$ cat config.mk
export PLATFORM = sky130hd
export DESIGN_NAME = block_mover_ctrl
export DESIGN_NICKNAME = d
export VERILOG_FILES = /design/src/rtl/vga_game_pkg.sv /design/src/rtl/block_axis_mover.sv /design/src/rtl/block_mover_ctrl.sv
export SDC_FILE = /design/constraint.sdc
export NUM_CORES = 1
export LEC_CHECK = 0
export ABC_AREA = 1
export BUFFER_PORTS_ARGS = -buffer_cell sky130_fd_sc_hd__buf_4
export CAP_MARGIN = 20
export CORE_ASPECT_RATIO = 1.5
export CORE_MARGIN = 2
export CORE_UTILIZATION = 40
export CTS_CLUSTER_SIZE = 8
export DETAILED_ROUTE_END_ITERATION = 10
export GPL_ROUTABILITY_DRIVEN = 0
export MAX_ROUTING_LAYER = met4
export SETUP_SLACK_MARGIN = 0.4
export SYNTH_ARGS = -nofsm -noshare
export SYNTH_HDL_FRONTEND = slang
export SYNTH_SLANG_ARGS = --single-unit
$ cat constraint.sdc
create_clock -name clk -period 3.3 [get_ports clk]
set_clock_uncertainty 0.2 [all_clocks]
set_input_delay 0.165 -clock clk [delete_from_list [all_inputs] [get_ports clk]]
set_output_delay 0.165 -clock clk [all_outputs]
set_load 0.05 [all_outputs]
$ cat src/rtl/vga_game_pkg.sv
// Shared constants for the VGA sprite game: 800x600@40MHz timing, direction
// encoding, operating modes and the sprite colour palette.
package vga_game_pkg;

  localparam int PIXEL_CLK_HZ  = 40_000_000;
  localparam int VGA_H_ACTIVE  = 800;
  localparam int VGA_H_FRONT   = 40;
  localparam int VGA_H_SYNC    = 128;
  localparam int VGA_H_BACK    = 88;
  localparam int VGA_H_TOTAL   = 1056;
  localparam int VGA_V_ACTIVE  = 600;
  localparam int VGA_V_FRONT   = 1;
  localparam int VGA_V_SYNC    = 4;
  localparam int VGA_V_BACK    = 23;
  localparam int VGA_V_TOTAL   = 628;

  localparam logic DIR_POS = 1'b0;
  localparam logic DIR_NEG = 1'b1;

  typedef enum logic {
    MODE_MANUAL = 1'b0,
    MODE_BOUNCE = 1'b1
  } mode_e;

  localparam logic [7:0] PALETTE [8] = '{
    8'hFF, 8'hE0, 8'h1C, 8'h03, 8'hFC, 8'h1F, 8'hE3, 8'h92
  };

endpackage

$ cat src/rtl/block_axis_mover.sv
// One axis of sprite motion: manual stepping or wall bounce, updated once per
// frame. Position is clamped to [0, LIMIT]; hit flags a bounce at either wall.
module block_axis_mover
  import vga_game_pkg::*;
#(
  parameter int LIMIT   = 760,
  parameter int STEP    = 8,
  parameter int COORD_W = 10,
  parameter int SPEED_W = 3
) (
  input  logic               clk,
  input  logic               rst,
  input  logic               key_neg,
  input  logic               key_pos,
  input  logic               mode,
  input  logic [SPEED_W-1:0] speed,
  input  logic               update,
  output logic [COORD_W-1:0] pos,
  output logic               hit
);

  localparam int AW = COORD_W + 2;
  typedef logic signed [AW-1:0] acc_t;
  localparam acc_t LIM = acc_t'(LIMIT);
  localparam acc_t STP = acc_t'(STEP);

  logic               dir;
  logic               dir_next;
  logic [COORD_W-1:0] pos_next;
  logic               at_low;
  logic               at_high;
  acc_t               delta;
  acc_t               sum;

  always_comb begin
    // NOTE: every output of this block gets a default first, so no path leaves a latch.
    dir_next = dir;
    delta    = '0;
    pos_next = pos;
    at_low   = 1'b0;
    at_high  = 1'b0;
    hit      = 1'b0;

    if (mode_e'(mode) == MODE_MANUAL) begin
      if (key_pos && !key_neg)      delta = STP;
      else if (key_neg && !key_pos) delta = -STP;
    end else begin
      // A pending key steers the direction before this frame's step.
      if (key_neg && !key_pos)      dir_next = DIR_NEG;
      else if (key_pos && !key_neg) dir_next = DIR_POS;
      delta = (dir_next == DIR_NEG) ? -acc_t'(speed) : acc_t'(speed);
    end

    sum = acc_t'(pos) + delta;
    if (sum <= 0) begin
      pos_next = '0;
      at_low   = 1'b1;
    end else if (sum >= LIM) begin
      pos_next = COORD_W'(LIMIT);
      at_high  = 1'b1;
    end else begin
      pos_next = sum[COORD_W-1:0];
    end

    // A frozen sprite resting on a wall is not a bounce.
    if (mode_e'(mode) == MODE_BOUNCE && speed != '0) begin
      if (at_low) begin
        dir_next = DIR_POS;
        hit      = update;
      end else if (at_high) begin
        dir_next = DIR_NEG;
        hit      = update;
      end
    end
  end

  always_ff @(posedge clk) begin
    if (rst) begin
      pos <= COORD_W'(LIMIT / 2);
      dir <= DIR_POS;
    end else if (update) begin
      pos <= pos_next;
      dir <= dir_next;
    end
  end

endmodule

$ cat src/rtl/block_mover_ctrl.sv
// Moves one rectangular sprite around the visible screen, once per frame, and
// paints it into the pixel stream with one cycle of latency.
module block_mover_ctrl
  import vga_game_pkg::*;
#(
  parameter int         H_ACTIVE  = VGA_H_ACTIVE,
  parameter int         V_ACTIVE  = VGA_V_ACTIVE,
  parameter int         COORD_W   = 10,
  parameter int         BLK_W     = 40,
  parameter int         BLK_H     = 40,
  parameter int         STEP      = 8,
  parameter int         SPEED_W   = 3,
  parameter logic [7:0] BG_COLOUR = 8'h00
) (
  input  logic               clk,
  input  logic               rst,
  input  logic               frame_start,
  input  logic               key_left,
  input  logic               key_right,
  input  logic               key_up,
  input  logic               key_down,
  input  logic               mode,
  input  logic [SPEED_W-1:0] speed,
  input  logic [COORD_W-1:0] vga_xide,
  input  logic [COORD_W-1:0] vga_yide,
  output logic [7:0]         vga_data,
  output logic [COORD_W-1:0] pos_x,
  output logic [COORD_W-1:0] pos_y,
  output logic [15:0]        wall_hits,
  output logic               hit_pulse
);

  logic pend_left, pend_right, pend_up, pend_down;
  logic eff_left, eff_right, eff_up, eff_down;
  logic hit_x, hit_y, hit_event;
  logic [2:0] colour_idx;
  logic in_blk;

  // A press in the frame_start cycle itself still counts for this update.
  assign eff_left  = pend_left  | key_left;
  assign eff_right = pend_right | key_right;
  assign eff_up    = pend_up    | key_up;
  assign eff_down  = pend_down  | key_down;

  block_axis_mover #(
    .LIMIT(H_ACTIVE - BLK_W), .STEP(STEP), .COORD_W(COORD_W), .SPEED_W(SPEED_W)
  ) u_axis_x (
    .clk(clk), .rst(rst), .key_neg(eff_left), .key_pos(eff_right), .mode(mode),
    .speed(speed), .update(frame_start), .pos(pos_x), .hit(hit_x)
  );

  block_axis_mover #(
    .LIMIT(V_ACTIVE - BLK_H), .STEP(STEP), .COORD_W(COORD_W), .SPEED_W(SPEED_W)
  ) u_axis_y (
    .clk(clk), .rst(rst), .key_neg(eff_up), .key_pos(eff_down), .mode(mode),
    .speed(speed), .update(frame_start), .pos(pos_y), .hit(hit_y)
  );

  // A corner bounce touches both walls but is a single event.
  assign hit_event = hit_x | hit_y;

  // One extra bit keeps pos+BLK from wrapping at the right and bottom edges.
  assign in_blk = ({1'b0, vga_xide} >= {1'b0, pos_x}) &&
                  ({1'b0, vga_xide} <  {1'b0, pos_x} + (COORD_W+1)'(BLK_W)) &&
                  ({1'b0, vga_yide} >= {1'b0, pos_y}) &&
                  ({1'b0, vga_yide} <  {1'b0, pos_y} + (COORD_W+1)'(BLK_H));

  always_ff @(posedge clk) begin
    if (rst) begin
      pend_left  <= 1'b0;
      pend_right <= 1'b0;
      pend_up    <= 1'b0;
      pend_down  <= 1'b0;
      hit_pulse  <= 1'b0;
      wall_hits  <= '0;
      colour_idx <= '0;
      vga_data   <= BG_COLOUR;
    end else begin
      // NOTE: non-blocking updates keep every register reading last cycle's values.
      pend_left  <= frame_start ? 1'b0 : eff_left;
      pend_right <= frame_start ? 1'b0 : eff_right;
      pend_up    <= frame_start ? 1'b0 : eff_up;
      pend_down  <= frame_start ? 1'b0 : eff_down;
      hit_pulse  <= hit_event;
      if (hit_event) begin
        colour_idx <= colour_idx + 3'd1;
        if (wall_hits != 16'hFFFF) wall_hits <= wall_hits + 16'd1;
      end
      vga_data <= in_blk ? PALETTE[colour_idx] : BG_COLOUR;
    end
  end

endmodule

==> results.cfg <==
[final_layout]
fillers = 984
final_nets = 1033
stdcell_count = 1087
final_common_cell = buf_4
drive_above_1_share_pct = 42.2
fin_area_um2 = 7820
antenna_cells = 0
layout_common_cells = buf_4 (175), nand2_1 (114), inv_1 (87), ha_1 (51), dfxtp_1 (46)
syn2layout_area_growth_pct = 57.3

[yosys]
synth_compound_area_share_pct = 14.3
yosysTopAreaCell = dfxtp_1
ys_seq_elements = 52
synth_xor_xnor_area_share_pct = 5.79
synth_area_per_cell_um2 = 6.74
yosysWarningCount = 0
synth_fa_ha_area_share_pct = 17.7
synth_cells = 737
synthSimpleGateAreaFrac_pct = 31.6
yosysUniqueCellTypes = 47
synthMuxAreaShare_pct = 0
yosysTopAreaCellShare_pct = 20.9
seq_area_frac_synth_pct = 20.9
async_reset_ff_share_pct = 0
syn_nets = 837
synth_area_leaders = dfxtp_1 (21%), ha_1 (17%), nand2_1 (11%)
ys.flop_type = dfxtp_1
synth_top_family_by_area = simple AND/OR/NAND/NOR gates
mappedNetlistArea_um2 = 4970
synth_edf_count = 0

[placement]
portBuffers = 75
dp.final_hpwl_mm = 12.8
place_area_um2 = 6420
dp_cells = 1033

[floorplanning]
start_util_pct = 41.2
die_area_um2 = 13400
die_w_um = 95.0
fp.coreArea_um2 = 12100
die_y_um = 141
ioPinCount = 76
fp-row-count = 49

[critical_path]
cp.required_ps = 3280
arrival_ps = 3550
critPathLaunchType = flip-flop
cp_slowest_stage_delay_ps = 330
crit_chain = nor2_4, inv_2, ha_4, o21bai_4, inv_4, o21ai_4, a21boi_4, ha_4, nand2_1, nor2_2, nand2_2, nand4_1, nand2_2, a21oi_2, nand3_1, nand2_2, nand4_1, inv_2, nand4_4, buf_6, nand4_1, a21oi_1
crit_family = simple AND/OR/NAND/NOR gates
cp.buffers_inverters = 4
end_kind = flip-flop
r2r_slack_ps = -280
path_class = reg -> reg
crit_fanout = 5
crit_slowest_cell = dfxtp_2

[clocking]
insertion_delay_ps = 300
htreeDepth = 2
cts_tree = yes
cts_buffer_depth = 2
path_clk_slew_ps = 80
cts_sinks = 52
cts_buffers = 5
root_buffer = clkbuf_16

[route]
vias = 5904
routed_via_density = 5.43
dr.first_iter.drc_count = 255
drc = 0
postRouteAntennaNets = 0
wire_per_inst_um = 16.5
wirelength_mm = 17.9
first_pass_iters = 5

[power_and_ir_drop]
leakage_nw = 3.69
power_density_nw_per_um2 = 493
vdd_ir_drop_max_uv = 275
p_total_mw = 3.86

[timing]
fin_ws_ps = -278
worstMarginPinSlew_ps = 1090
rsz0062_at_grt = yes
max_freq_ghz = 0.280
whs_ps = 33.5
setup_viol_count_final = 42
timing.final.crit_share_pct = 108
drv_slew = 0
setup_tns_ps = -6850
hold_viol = 0
min_period_ps = 3580
relSlewSlack_pct = 27.3

[hold_path]
hp-class = in -> reg

[global_routing]
grt_first_pass_wirelength_mm = 27.5
grt_max_degree = 29
antenna_found_initial = 0
grt_overflow = 0
track_usage_pct = 26.4
grt_pass1_vias = 5984

[status]
violations = negative setup slack
status = finished with violations

[job]
maxCapViolations = 0
-- worst min-delay path, cell delays in order --
cell,delay [ps]
buf_4,90
nor2_4,40
buf_4,120
nor2_1,80
-- where the power goes --
part	total, mW	internal, mW	switching, mW	leakage, nW
clock	0.556	0.285	0.271	0.0742
combinational	2.55	1.13	1.42	3.19
sequential	0.752	0.682	0.0708	0.425
-- flip-flops by register name (all words and copies together), names as in the netlist --
signal and flops:
colour_idx 3, hit_pulse 1, pend_down 1, pend_left 1
pend_right 1, pend_up 1, u_axis_x.dir 1, u_axis_x.pos 10
u_axis_y.dir 1, u_axis_y.pos 10, vga_data 6, wall_hits 16
-- cells in the mapped netlist, types with 5 or more instances --
cell type / n
o21ai_0: 32
inv_1: 105
xor2_1: 25
clkbuf_1: 8
nand4_1: 28
nor3_1: 17
dfxtp_1: 52
nand3_2: 6
nand2_1: 151
o211ai_1: 5
nand3_1: 49
xnor2_1: 6
a21oi_1: 61
nor2_1: 64
o21bai_1: 5
ha_1: 67
-- final timing paths --
kind	startpoint	end	cells past startpoint
min reg2reg	wall_hits[4]	wall_hits[4]	2
max	pend_down	wall_hits[8]	22
max reg2reg	pend_down	wall_hits[8]	22
min	key_left	pend_left	4
-- cell families (layout without fill, tap and decap cells) --
logic type | after synthesis | after routing
xor+xnor | 32 | 32
fa+ha+maj | 69 | 69
simple gates | 336 | 340
compound gates | 126 | 126
flops | 52 | 52
buf+inv | 122 | 315
-- metrics by stage --
stage	utilization [%]	setup slack (ps)
finish	64.8	-278
global placement	53.1	-361
CTS	60.4	-185
detailed placement	53.1	-332
global route	64.8	-442
floorplan	-	-11.4
-- final cells by class --
| class | count | area [µm²] | area share, % |
|---|---|---|---|
| tap | 153 | 191 | 2.45 |
| timing repair buffer | 199 | 1590 | 20.3 |
| inverter | 108 | 422 | 5.39 |
| multi-input combinational | 567 | 4420 | 56.5 |
| sequential | 52 | 1050 | 13.4 |
| clock buffer | 5 | 125 | 1.60 |
| clock inverter | 3 | 22.5 | 0.288 |
-- repair_timing --
| action | CTS | global route |
|---|---|---|
| endpoints found under the setup margin | 48 | 48 |
| hold endpoints to repair | 3 | 0 |
| resized for setup | 108 | 104 |
| hold buffers | 2 | 0 |
| cloned | 5 | 0 |
| setup buffers | 28 | 11 |
| pin swaps | 62 | 57 |
-- routing by layer --
layer | up-vias | wire length [µm] | GRT usage, %
met5 | - | 0 | -
met4 | 0 | 958 | 15.4
met3 | 74 | 554 | 2.47
met2 | 158 | 9900 | 48.6
met1 | 2797 | 6490 | 26.4
li1 | 2875 | - | -
(Power assumes the default switching activity.)
